### src/rtl/serial_adder.sv
// Bit-serial WIDTH-bit adder, LSB first, one bit per clock with a registered carry.
// Optional subtract mode (input sub) is enabled by defining SERIAL_ADDER_SUB_EN.
module serial_adder #(
    parameter int WIDTH = 8
) (
    input  logic             clk,
    input  logic             rst,
    input  logic             start,
    input  logic [WIDTH-1:0] a,
    input  logic [WIDTH-1:0] b,
`ifdef SERIAL_ADDER_SUB_EN
    input  logic             sub,
`endif
    output logic             ready,
    output logic             busy,
    output logic             done,
    output logic [WIDTH-1:0] sum,
    output logic             cout
);

    localparam int CW = (WIDTH > 1) ? $clog2(WIDTH) : 1;

    typedef enum logic [1:0] {
        IDLE = 2'd0,
        RUN  = 2'd1,
        DONE = 2'd2
    } state_e;

    state_e           state_q, state_d;
    logic [WIDTH-1:0] a_q, a_d;
    logic [WIDTH-1:0] b_q, b_d;
    logic             carry_q, carry_d;
    logic [CW-1:0]    cnt_q, cnt_d;
    logic [WIDTH-1:0] sum_q, sum_d;
    logic             cout_q, cout_d;
    logic             sub_mode;

    logic             accept;
    logic             last_bit;
    logic             bit_s;
    logic             carry_next;

`ifdef SERIAL_ADDER_SUB_EN
    logic sub_q, sub_d;

    always_ff @(posedge clk or posedge rst) begin
        if (rst) sub_q <= 1'b0;
        else     sub_q <= sub_d;
    end

    always_comb begin
        sub_d = sub_q;
        if (accept) sub_d = sub;
    end

    assign sub_mode = sub_q;
`else
    assign sub_mode = 1'b0;
`endif

    assign accept   = (state_q == IDLE) && start;
    assign last_bit = (cnt_q == CW'(WIDTH - 1));

    // One full adder / full subtractor cell; carry_q doubles as the borrow in subtract mode.
    assign bit_s      = a_q[0] ^ b_q[0] ^ carry_q;
    assign carry_next = sub_mode
                      ? ((~a_q[0] & b_q[0]) | (~(a_q[0] ^ b_q[0]) & carry_q))
                      : ((a_q[0] & b_q[0]) | (carry_q & (a_q[0] ^ b_q[0])));

    // NOTE: state registers use non-blocking assignments so every flop samples pre-edge values.
    always_ff @(posedge clk or posedge rst) begin
        if (rst) state_q <= IDLE;
        else     state_q <= state_d;
    end

    // NOTE: every comb output gets a default first, so no path can infer a latch.
    always_comb begin
        state_d = state_q;
        unique case (state_q)
            IDLE:    if (start) state_d = RUN;
            RUN:     if (last_bit) state_d = DONE;
            DONE:    state_d = IDLE;
            default: state_d = IDLE;
        endcase
    end

    always_comb begin
        ready = 1'b0;
        busy  = 1'b0;
        done  = 1'b0;
        unique case (state_q)
            IDLE:    ready = 1'b1;
            RUN:     busy  = 1'b1;
            DONE:    done  = 1'b1;
            default: ready = 1'b0;
        endcase
    end

    // Datapath: result bits shift into the MSB of the A register as operand bits leave its LSB.
    always_comb begin
        a_d     = a_q;
        b_d     = b_q;
        carry_d = carry_q;
        cnt_d   = cnt_q;
        sum_d   = sum_q;
        cout_d  = cout_q;
        if (accept) begin
            a_d     = a;
            b_d     = b;
            carry_d = 1'b0;
            cnt_d   = '0;
        end else if (state_q == RUN) begin
            a_d     = {bit_s, a_q[WIDTH-1:1]};
            b_d     = {1'b0, b_q[WIDTH-1:1]};
            carry_d = carry_next;
            cnt_d   = cnt_q + CW'(1);
            if (last_bit) begin
                sum_d  = {bit_s, a_q[WIDTH-1:1]};
                cout_d = carry_next;
            end
        end
    end

    always_ff @(posedge clk or posedge rst) begin
        if (rst) begin
            a_q     <= '0;
            b_q     <= '0;
            carry_q <= 1'b0;
            cnt_q   <= '0;
            sum_q   <= '0;
            cout_q  <= 1'b0;
        end else begin
            a_q     <= a_d;
            b_q     <= b_d;
            carry_q <= carry_d;
            cnt_q   <= cnt_d;
            sum_q   <= sum_d;
            cout_q  <= cout_d;
        end
    end

    assign sum  = sum_q;
    assign cout = cout_q;

endmodule

### config.mk
export PLATFORM = sky130hd
export DESIGN_NAME = serial_adder
export DESIGN_NICKNAME = d
export VERILOG_FILES = /design/src/rtl/serial_adder.sv
export SDC_FILE = /design/constraint.sdc
export NUM_CORES = 1
export LEC_CHECK = 0
export ABC_AREA = 0
export CAP_MARGIN = 20
export CORE_MARGIN = 4
export CORE_UTILIZATION = 55
export DETAILED_ROUTE_END_ITERATION = 8
export GPL_TIMING_DRIVEN = 0
export PLACE_DENSITY = 0.82
export SLEW_MARGIN = 20
export SYNTH_ARGS = -nofsm -noshare
export SYNTH_HDL_FRONTEND = slang
export SYNTH_SLANG_ARGS = --single-unit
### constraint.sdc
create_clock -name clk -period 2.2 [get_ports clk]
set_input_delay 0.55 -clock clk [delete_from_list [all_inputs] [get_ports clk]]
set_output_delay 0.55 -clock clk [all_outputs]
set_load 0.05 [all_outputs]
Word-level counts from Yosys, hierarchy flattened
Cells that the tools add are included.

storage, ports and cells
  latch bits = 0
  register bits = 31
  word-level logic and storage cells = 38
  ROM bits = 0
  bits in writable memories = 0
  input bits = 19
  memories = 0

cells by class
  shifts and indexed selects = 0
  bitwise operators = 6
  magnitude comparators = 0
  equal/unequal tests = 5
  multipliers = 0
  $add $sub $neg = 1
  div/mod/pow operators = 0
  reduce and logical (&&, ||, !) cells = 5
  multiplexer cells = 14

operators by type and width
  operator                                       count
  2-to-1 mux 8 bit                               4
  2-to-1 mux 3 bit                               2
  2-to-1 mux 1 bit                               5
  2-to-1 mux 2 bit                               2
  != test 2 bit, second input constant           2
  case mux 2 bit (2 select lines)                1
  adder 3 x 1 -> 3 bit, second input constant    1
  == test 3 bit, second input constant           1
  AND reduction 3 bit                            1
  AND 1 bit                                      2
  == test 2 x 1 -> 1 bit, second input constant  1
  == test 2 bit, second input constant           1
  zero test 2 bit                                1
  AND reduction 2 bit                            1
  nonzero test 2 bit                             1
  bitwise XOR 1 bit                              2
  logical AND 1 bit                              1
  inverter 1 bit                                 1
  OR 1 bit                                       1

Logic depth before layout (Yosys ltp)
Gate-level depths: netlist of the first run.

  depth after elaboration = 5
  gate-level depth with buffers = 5
  gate-level depth less buffers = 4

Least setup slack after synthesis of the first run
Ideal clock, no wire load.

  path type = register to output
  start point = reg state_q[1]
  end point = out done
  buffers on the path = 2
  stages on the path, launching flop included = 4
  arrival time = 1.449 ns
  setup slack = 0.201 ns
  path through = dfrtp_1 buf_4 buf_4 nor2b_1

on the way
  word-level cells in the longest chain between the ends = 2

RTL lines
  element                 RTL line  text
  from (decl)             29        state_e state_q, state_d;
  from (signal assigned)  73        else state_q <= state_d;
  == test 2 bit           91        unique case (state_q)
  2-to-1 mux 1 bit        91
  to (decl)               16        output logic done,

Every way passes these cells.

Worst setup path after layout of the first run
Same ends and word-level chain as after synthesis.

==> results.yml, run 1 <==
run_status:
  status: "finished, final reports clean"
sta:
  hold_viol_final: 0
  fin_crit_sh_pct: 94.2
  report.final.setup_viol: 0
  fmax_mhz: 483
  holdWs_ns: 0.517
  rsz0062_at_grt: "false"
  slew_viol_final: 0
  min_period_ns: 2.07
  skew_ns: 0.00579
  slew-limit-headroom_pct: 57.6
  timing.setup.tns_ns: 0
  max_slew.worst_pin.slew_ns: 0.635
grt:
  use_met2_pct: 29.6
  grt_pass1_vias: 1193
  overflow: 0
  grt_pass1_wl_um: 6020
  use_met3_pct: 5.04
  grt_max_degree: 32
  antenna_found_initial: 0
  globalRoute.busiestLayer: "met2"
  gr-usage-all-layers_pct: 20.0
  grt_use_met1_pct: 26.3
layout:
  fillers: 211
  fin_util_pct: 73.5
  fin_nets: 187
  instances_no_fill: 197
  diodes: 0
  synthToLayoutAreaGrowth_pct: 24.5
  drive_gt1_share_pct: 32.5
placed_design:
  dp.cells: 189
  hpwl_um: 2440
  place.gp.congestion: 0.743
  portBuffers: 30
critical_path:
  cp.required_ns: 1.65
  ff2ff_setup_slack_ns: 0.69
  critPathArrivalTime_ns: 1.52
  worst_r2r_path_depth: 5
  critPathCaptureType: "primary output"
  critical_path_class: "reg -> out"
  path_max_fanout: 10
  start_kind: "flip-flop"
clock_tree:
  clk_pin_slew_ns: 0.09
  cts_root_buffer: "clkbuf_4"
  h-tree-depth: 2
  hold_buffers: 0
  cts_tree: "built"
  clock_latency_ns: 0.33
  cts_buffer_depth: 2
  cts_made_buffers: 5
  cts_sinks: 31
yosys:
  synth_area_per_cell_um2: 12.9
  ys_seq_area_share_pct: 46.9
  synth-seq-cells: 31
  ys_warn_count: 0
  syn-num-nets: 150
  synth_cells: 128
  synth_area_um2: 1660
  synth_edf_count: 0
  synthFlopType: "dfrtp_1"
  synth-async-reset-ratio_pct: 100
  synth.distinct_cells: 25
hold_path:
  hp-class: "reg -> reg"
  worst_hold_path.num_cells: 1
routing:
  viasPerCell: 5.75
  first_pass_iters: 4
  wl_per_cell_um: 17.4
  drc: 0
  drt_iter0_markers: 46
  routed_wl_um: 3430
  antenna_left: 0
  vias: 1133
floorplanning:
  rows: 19
  num_io_pins: 31
  die_y_um: 62.9
  fp.dieW_um: 62.9
  coreArea_um2: 2810
  fp.dieArea_um2: 3950
  start_util_pct: 59.0
power:
  leakage_nw: 0.909
  finalPower_mw: 3.03
  swShare_pct: 42.6
  share_seq_of_total_power_pct: 33.8
  powerDensity_nw_per_um2: 1470
  power.clock.fraction_pct: 12.7
  switching_power_mw: 1.29
  intPower_mw: 1.74
  ir_worst_vdd_mv: 0.684
  combPwrFrac_pct: 53.5
flow_run:
  max_cap_viol_count: 0
-- repair_timing --
item                                    4_1_cts  5_1_grt
cloned                                        0        0
pin swaps                                     0        0
endpoints found under the setup margin        3        3
endpoints found under the hold margin         0        0
resized for setup                            12        7
buffers inserted                              0        0
-- worst paths after layout --
path	from	end
min in group asynchronous	rst	sum[0]
max in group asynchronous	rst	state_q[1]
min	b_q[7]	b_q[7]
max reg2reg	cnt_q[0]	sum[5]
max	state_q[1]	done
min reg2reg	b_q[7]	b_q[7]
-- metal layers --
layer | up-vias | share of wire [%]
met3 | 7 | 4.0
met4 | 0 | 2.7
met2 | 23 | 48
met1 | 572 | 45
met5 | - | 0
li1 | 531 | -
-- layout make-up --
cell class              count  area, µm²  share of cell area, %
plain buffers              10       66.3                   3.22
multi-input cells          70        758                   36.8
well taps                  31       38.8                   1.88
clock buffers               8       68.8                   3.34
repair buffers             30        288                   14.0
flip-flops and latches     31        777                   37.7
inverters                  17       63.8                   3.10
-- per-stage QoR --
stage               cell area (µm²)  setup slack [ns]
finish                         2060             0.128
global placement               1990            -0.121
CTS                            2070          -0.00636
global route                   2060            0.0525
floorplan                      1660             0.201
detailed placement             1990            -0.154
-- cells in the mapped netlist (all sizes together), types with 2 or more instances --
| master | instances | area [µm²] |
|---|---|---|
| a22o | 3 | 26.3 |
| a221oi | 4 | 60.1 |
| buf | 9 | 58.8 |
| a211oi | 11 | 128 |
| nand2b | 2 | 12.5 |
| mux2 | 10 | 146 |
| inv | 17 | 63.8 |
| nor3b | 15 | 113 |
| dfrtp | 31 | 776 |
| nor4b | 11 | 146 |
| ha | 2 | 25.0 |
| nor2b | 6 | 40.0 |
-- critical path, stage by stage (launching register included) --
cell and delay (ns):
dfrtp_2 0.43, buf_6 0.18, buf_4 0.19, nor2b_1 0.14
clkbuf_4 0.24
-- sequential cells by signal (all words and copies together) (netlist names) --
name	cells
cout	1
a_q	8
sum	8
carry_q	1
state_q	2
cnt_q	3
b_q	8
-- kinds of logic (layout without fill, tap and decap cells) --
kind of cell | count (synthesis) | after routing | share of synthesized area [%]
AO/OA/AOI/OAI | 21 | 21 | 14.3
adder cells (fa/ha/maj) | 3 | 3 | 2.72
buffers and inverters | 27 | 65 | 7.63
flip-flops | 31 | 31 | 46.9
multiplexers | 10 | 10 | 8.84
AND/OR/NAND/NOR | 36 | 36 | 19.7
-- power groups by stage --
stage	registers, mW	clock network (mW)	logic [mW]
floorplan	1.27	0	0.954
global placement	1.01	0	1.59
detailed placement	1.03	0	1.65
CTS	1.02	0.390	1.65
global route	1.06	0.423	1.76
finish	1.02	0.384	1.62
-- placed cells by master, fill, tap and decap left out, types with 2 or more instances in the layout --
cell	netlist	routed
nor4b_2	8	8
dfrtp_1	31	30
a221oi_2	4	4
buf_4	3	2
nand2b_1	2	2
clkbuf_1	1	2
clkdlybuf4s50_1	0	27
a22o_1	3	3
buf_6	1	2
clkbuf_8	0	2
inv_1	17	16
mux2_4	9	9
ha_1	2	2
a211oi_2	9	9
nor2b_1	5	5
clkbuf_4	0	6
buf_2	5	7
nor4b_1	3	3
nor3b_1	15	15
a211oi_1	2	2
(Power assumes the default switching activity.)
==> run 2, diff against run 1 <==
--- a/config.mk
+++ b/config.mk
@@ -7,6 +7,7 @@
 export LEC_CHECK = 0
 export ABC_AREA = 0
 export CAP_MARGIN = 20
+export CORE_ASPECT_RATIO = 1.5
 export CORE_MARGIN = 4
 export CORE_UTILIZATION = 55
 export DETAILED_ROUTE_END_ITERATION = 8
==> results.yml, run 2 (same netlist as run 1, synthesis figures left out) <==
layout:
  drive_gt1_share_pct: 32.5
  fin_util_pct: 73.0
  postLayoutCellArea_um2: 2130
  final_cell_mix: "dfrtp_1 (31), clkdlybuf4s50_1 (27), inv_1 (16)"
  instances_no_fill: 205
  diodes: 0
  synthToLayoutAreaGrowth_pct: 28.5
  fin_nets: 187
  final_common_cell: "dfrtp_1"
routing:
  viasPerCell: 5.48
  wl_per_cell_um: 16.5
  antenna_left: 0
  drc: 0
  drt_iter0_markers: 12
  routed_wl_um: 3380
  first_pass_iters: 4
  vias: 1123
clock_tree:
  hold_buffers: 0
  h-tree-depth: 2
  cts_sinks: 31
  cts_buffer_depth: 2
  cts_root_buffer: "clkbuf_8"
  clock_latency_ns: 0.29
  clk_pin_slew_ns: 0.06
  cts_made_buffers: 5
  cts_tree: "built"
sta:
  slew-limit-headroom_pct: 57.7
  skew_ns: 0.00874
  setup_ws_ns: 0.0641
  hold_viol_final: 0
  rsz0062_at_grt: "false"
  timing.setup.tns_ns: 0
  min_period_ns: 2.14
  fmax_mhz: 468
  slew_viol_final: 0
  max_slew.worst_pin.slew_ns: 0.633
  holdWs_ns: 0.497
  fin_crit_sh_pct: 97.1
  report.final.setup_viol: 0
floorplanning:
  rows: 24
  coreArea_um2: 2910
  fp.dieW_um: 52.8
  num_io_pins: 31
  fp.dieArea_um2: 3970
  die_y_um: 75.2
  start_util_pct: 56.8
power:
  powerDensity_nw_per_um2: 1520
  power.clock.fraction_pct: 18.1
  swShare_pct: 40.2
  ir_worst_vdd_mv: 1.11
  switching_power_mw: 1.30
  intPower_mw: 1.94
  finalPower_mw: 3.24
  leakage_nw: 0.934
  share_seq_of_total_power_pct: 31.6
  combPwrFrac_pct: 50.3
placed_design:
  dpl_cell_area_um2: 2000
  place.gp.congestion: 0.743
  pre_cts_ws_ns: -0.115
  hpwl_um: 2390
  portBuffers: 30
  dp.cells: 197
critical_path:
  cp_slowest_cell: "dfrtp_1"
  path_max_fanout: 10
  path_cells: "buf_4, nor2b_2, clkdlybuf4s15_2"
  critical_path_class: "reg -> out"
  crit_path_max_incr_delay_ns: 0.44
  critPathArrivalTime_ns: 1.59
  start_kind: "flip-flop"
  critPathCaptureType: "primary output"
  cpLargestDelayFamily: "buffers and inverters"
  r2r-start: "cnt_q[0]"
  cp.required_ns: 1.65
  critPathBufInv: 2
  crit_start: "state_q[1]"
hold_path:
  hp-class: "reg -> reg"
  hold_start: "b_q[7]"
grt:
  grt_pass1_wl_um: 5710
  grt_max_degree: 32
  grt_pass1_vias: 1164
  antenna_found_initial: 0
  overflow: 0
  gr-usage-all-layers_pct: 20.7
flow_run:
  max_cap_viol_count: 0
run_status:
  status: "finished, final reports clean"
-- run 2: cell count changes in the layout (fill, tap and decap cells not counted), moves of 2 or more --
cell	delta
buf_2	-2
clkbuf_4	-5
clkbuf_8	+4
clkdlybuf4s15_2	+2
-- run 2: final timing paths --
check	end	slack (ns)	depth (start not counted)
setup / recovery	busy	0.06	3
hold / removal	b_q[7]	0.50	1
setup reg to reg	sum[7]	0.71	5
hold reg to reg	b_q[7]	0.50	1
max in group asynchronous	b_q[7]	1.12	2
min in group asynchronous	a_q[1]	0.66	2
-- run 2: repair_timing --
| item | in CTS | in global routing |
|---|---|---|
| endpoints found under the setup margin | 3 | 2 |
| buffers inserted | 0 | 0 |
| resized for setup | 10 | 3 |
| pin swaps | 0 | 0 |
-- run 2: metal layers --
layer | up-vias | part of all wire, % | GRT usage (%)
met5 | - | 0 | 0
met2 | 28 | 52 | 33.7
li1 | 527 | - | -
met4 | 0 | 2.8 | 11.4
met3 | 8 | 4.7 | 6.73
met1 | 560 | 40 | 23.8
-- run 2: layout make-up --
type,instances,area [µm²]
fill,219,786
clock buffer,6,82.6
multi-input combinational,70,758
timing repair buffer,30,300
buffer,10,62.6
inverter,17,63.8
sequential,31,776
clock inverter,2,35.0
tap,39,48.8
-- run 2: power by group through the flow --
stage                     registers, mW  logic [mW]  clock network, mW
after global routing               1.06        1.76              0.621
after CTS                          1.02        1.64              0.597
after global placement             1.01        1.60                  0
after floorplan                    1.27       0.954                  0
after detailed placement           1.04        1.64                  0
final                              1.03        1.63              0.585
==> run 3, diff against run 2 <==
--- a/config.mk
+++ b/config.mk
@@ -13,6 +13,7 @@
 export DETAILED_ROUTE_END_ITERATION = 8
 export GPL_TIMING_DRIVEN = 0
 export PLACE_DENSITY = 0.82
+export SETUP_SLACK_MARGIN = 0.5
 export SLEW_MARGIN = 20
 export SYNTH_ARGS = -nofsm -noshare
 export SYNTH_HDL_FRONTEND = slang
==> results.yml, run 3 (same netlist as run 1, synthesis figures left out) <==
sta:
  min_period_ns: 1.75
  slew-limit-headroom_pct: 57.3
  report.final.setup_viol: 0
  hold_viol_final: 0
  holdWs_ns: 0.508
  max_slew.worst_pin.slew_ns: 0.640
  fin_crit_sh_pct: 79.6
  rsz0062_at_grt: "true"
  fmax_mhz: 571
  setup_ws_ns: 0.448
  skew_ns: 0.00422
  timing.setup.tns_ns: 0
  slew_viol_final: 0
power:
  leakage_nw: 1.00
  powerDensity_nw_per_um2: 1530
  ir_worst_vdd_mv: 1.01
  finalPower_mw: 3.39
routing:
  wl_met1_um: 1570
  met3WireLength_um: 148
  viasPerCell: 5.63
  wl_per_cell_um: 18.8
  vias: 1200
  drt_iter0_markers: 32
  top_layer_used: "met4"
  met2_length_um: 2190
  routed_wl_um: 4000
  drc: 0
  first_pass_iters: 4
  antenna_left: 0
critical_path:
  critPathArrivalTime_ns: 1.20
  critical_path_class: "reg -> out"
  r2r_end: "sum[1]"
  ff2ff_setup_slack_ns: 0.69
  cp.required_ns: 1.65
  worst_r2r_path_depth: 5
  r2r-start: "cnt_q[0]"
  start_kind: "flip-flop"
  path_max_fanout: 3
  critPathCaptureType: "primary output"
floorplanning:
  start_util_pct: 56.8
  coreArea_um2: 2910
  die_y_um: 75.2
  num_io_pins: 31
  fp.dieW_um: 52.8
  fp.dieArea_um2: 3970
  rows: 24
hold_path:
  holdPathEnd: "cnt_q[2]"
  worst_hold_path.num_cells: 1
  hold_start: "cnt_q[2]"
  hp-class: "reg -> reg"
layout:
  drive_gt1_share_pct: 42.5
  fin_nets: 195
  fin_util_pct: 75.9
  final_common_cell: "dfrtp_1"
  postLayoutCellArea_um2: 2210
  diodes: 0
  fillers: 186
  final_cell_mix: "dfrtp_1 (30), clkdlybuf4s50_1 (17), inv_1 (16)"
  instances_no_fill: 213
  synthToLayoutAreaGrowth_pct: 33.5
grt:
  antenna_found_initial: 0
  grt_pass1_wl_um: 6360
  overflow: 0
  grt_pass1_vias: 1271
  grt_max_degree: 32
  gr-usage-all-layers_pct: 22.6
flow_run:
  max_cap_viol_count: 0
clock_tree:
  cts_buffer_depth: 2
  cts_tree: "built"
  h-tree-depth: 2
  cts_sinks: 31
  cts_root_buffer: "clkbuf_8"
  clock_latency_ns: 0.28
  cts_made_buffers: 5
  clk_pin_slew_ns: 0.07
placed_design:
  dpl_cell_area_um2: 2010
  portBuffers: 30
  place.gp.congestion: 0.815
  hpwl_um: 2650
  dp.cells: 197
  pre_cts_ws_ns: -0.147
run_status:
  status: "finished, final reports clean"
## run 3: cell types whose count changed in the layout (fill, tap and decap cells not counted), moves of 2 or more
| cell | delta |
|---|---|
| buf_8 | +4 |
| clkdlybuf4s50_1 | -10 |
| clkbuf_2 | +7 |
| buf_6 | +2 |
| nor2b_4 | +2 |
| buf_2 | -2 |
| buf_4 | +8 |
## run 3: metal layers
| metal | vias to the layer above | GRT usage (%) |
|---|---|---|
| li1 | 547 | - |
| met1 | 615 | 26.8 |
| met4 | 0 | 8.24 |
| met5 | - | 0 |
| met3 | 9 | 4.95 |
| met2 | 29 | 39.8 |
## run 3: cell type report
class                      instances  area (µm²)  area share [%]
buffer                            10        90.1            4.08
clock buffer                       6        82.6            3.74
clock inverter                     2        35.0            1.59
inverter                          17        63.8            2.89
multi-input combinational         70         771            34.9
sequential                        31         777            35.2
tap                               39        48.8            2.21
timing repair buffer              38         342            15.5
## run 3: where the power goes
group | internal (mW) | total, mW | leakage (nW) | switching, mW
logic | 0.778 | 1.76 | 0.592 | 0.979
registers | 0.844 | 1.05 | 0.352 | 0.202
clock network | 0.366 | 0.588 | 0.0612 | 0.222
total | 1.99 | 3.39 | 1.00 | 1.40
## run 3: critical path, stage by stage, from the launching register on
cell	delay, ns
dfrtp_2	0.42
buf_8	0.13
buf_8	0.11
nor2b_4	0.12
buf_8	0.14
## run 3: worst max path at each step
stage / from / end / slack (ns) / cells after the start
2_1_floorplan: state_q[0] / ready / 0.52 / 2
3_3_place_gp: state_q[1] / done / -0.09 / 4
3_5_place_dp: state_q[0] / ready / -0.15 / 3
4_1_cts: state_q[1] / done / 0.45 / 4
5_1_grt: state_q[1] / done / 0.42 / 4
6_report: state_q[1] / done / 0.45 / 4
## run 3: repair_timing
item	CTS	global route
setup buffers	6	2
pin swaps	1	0
gates resized for setup	53	11
endpoints found under the setup margin	13	20
endpoints found under the hold margin	0	0
hold buffers	0	0
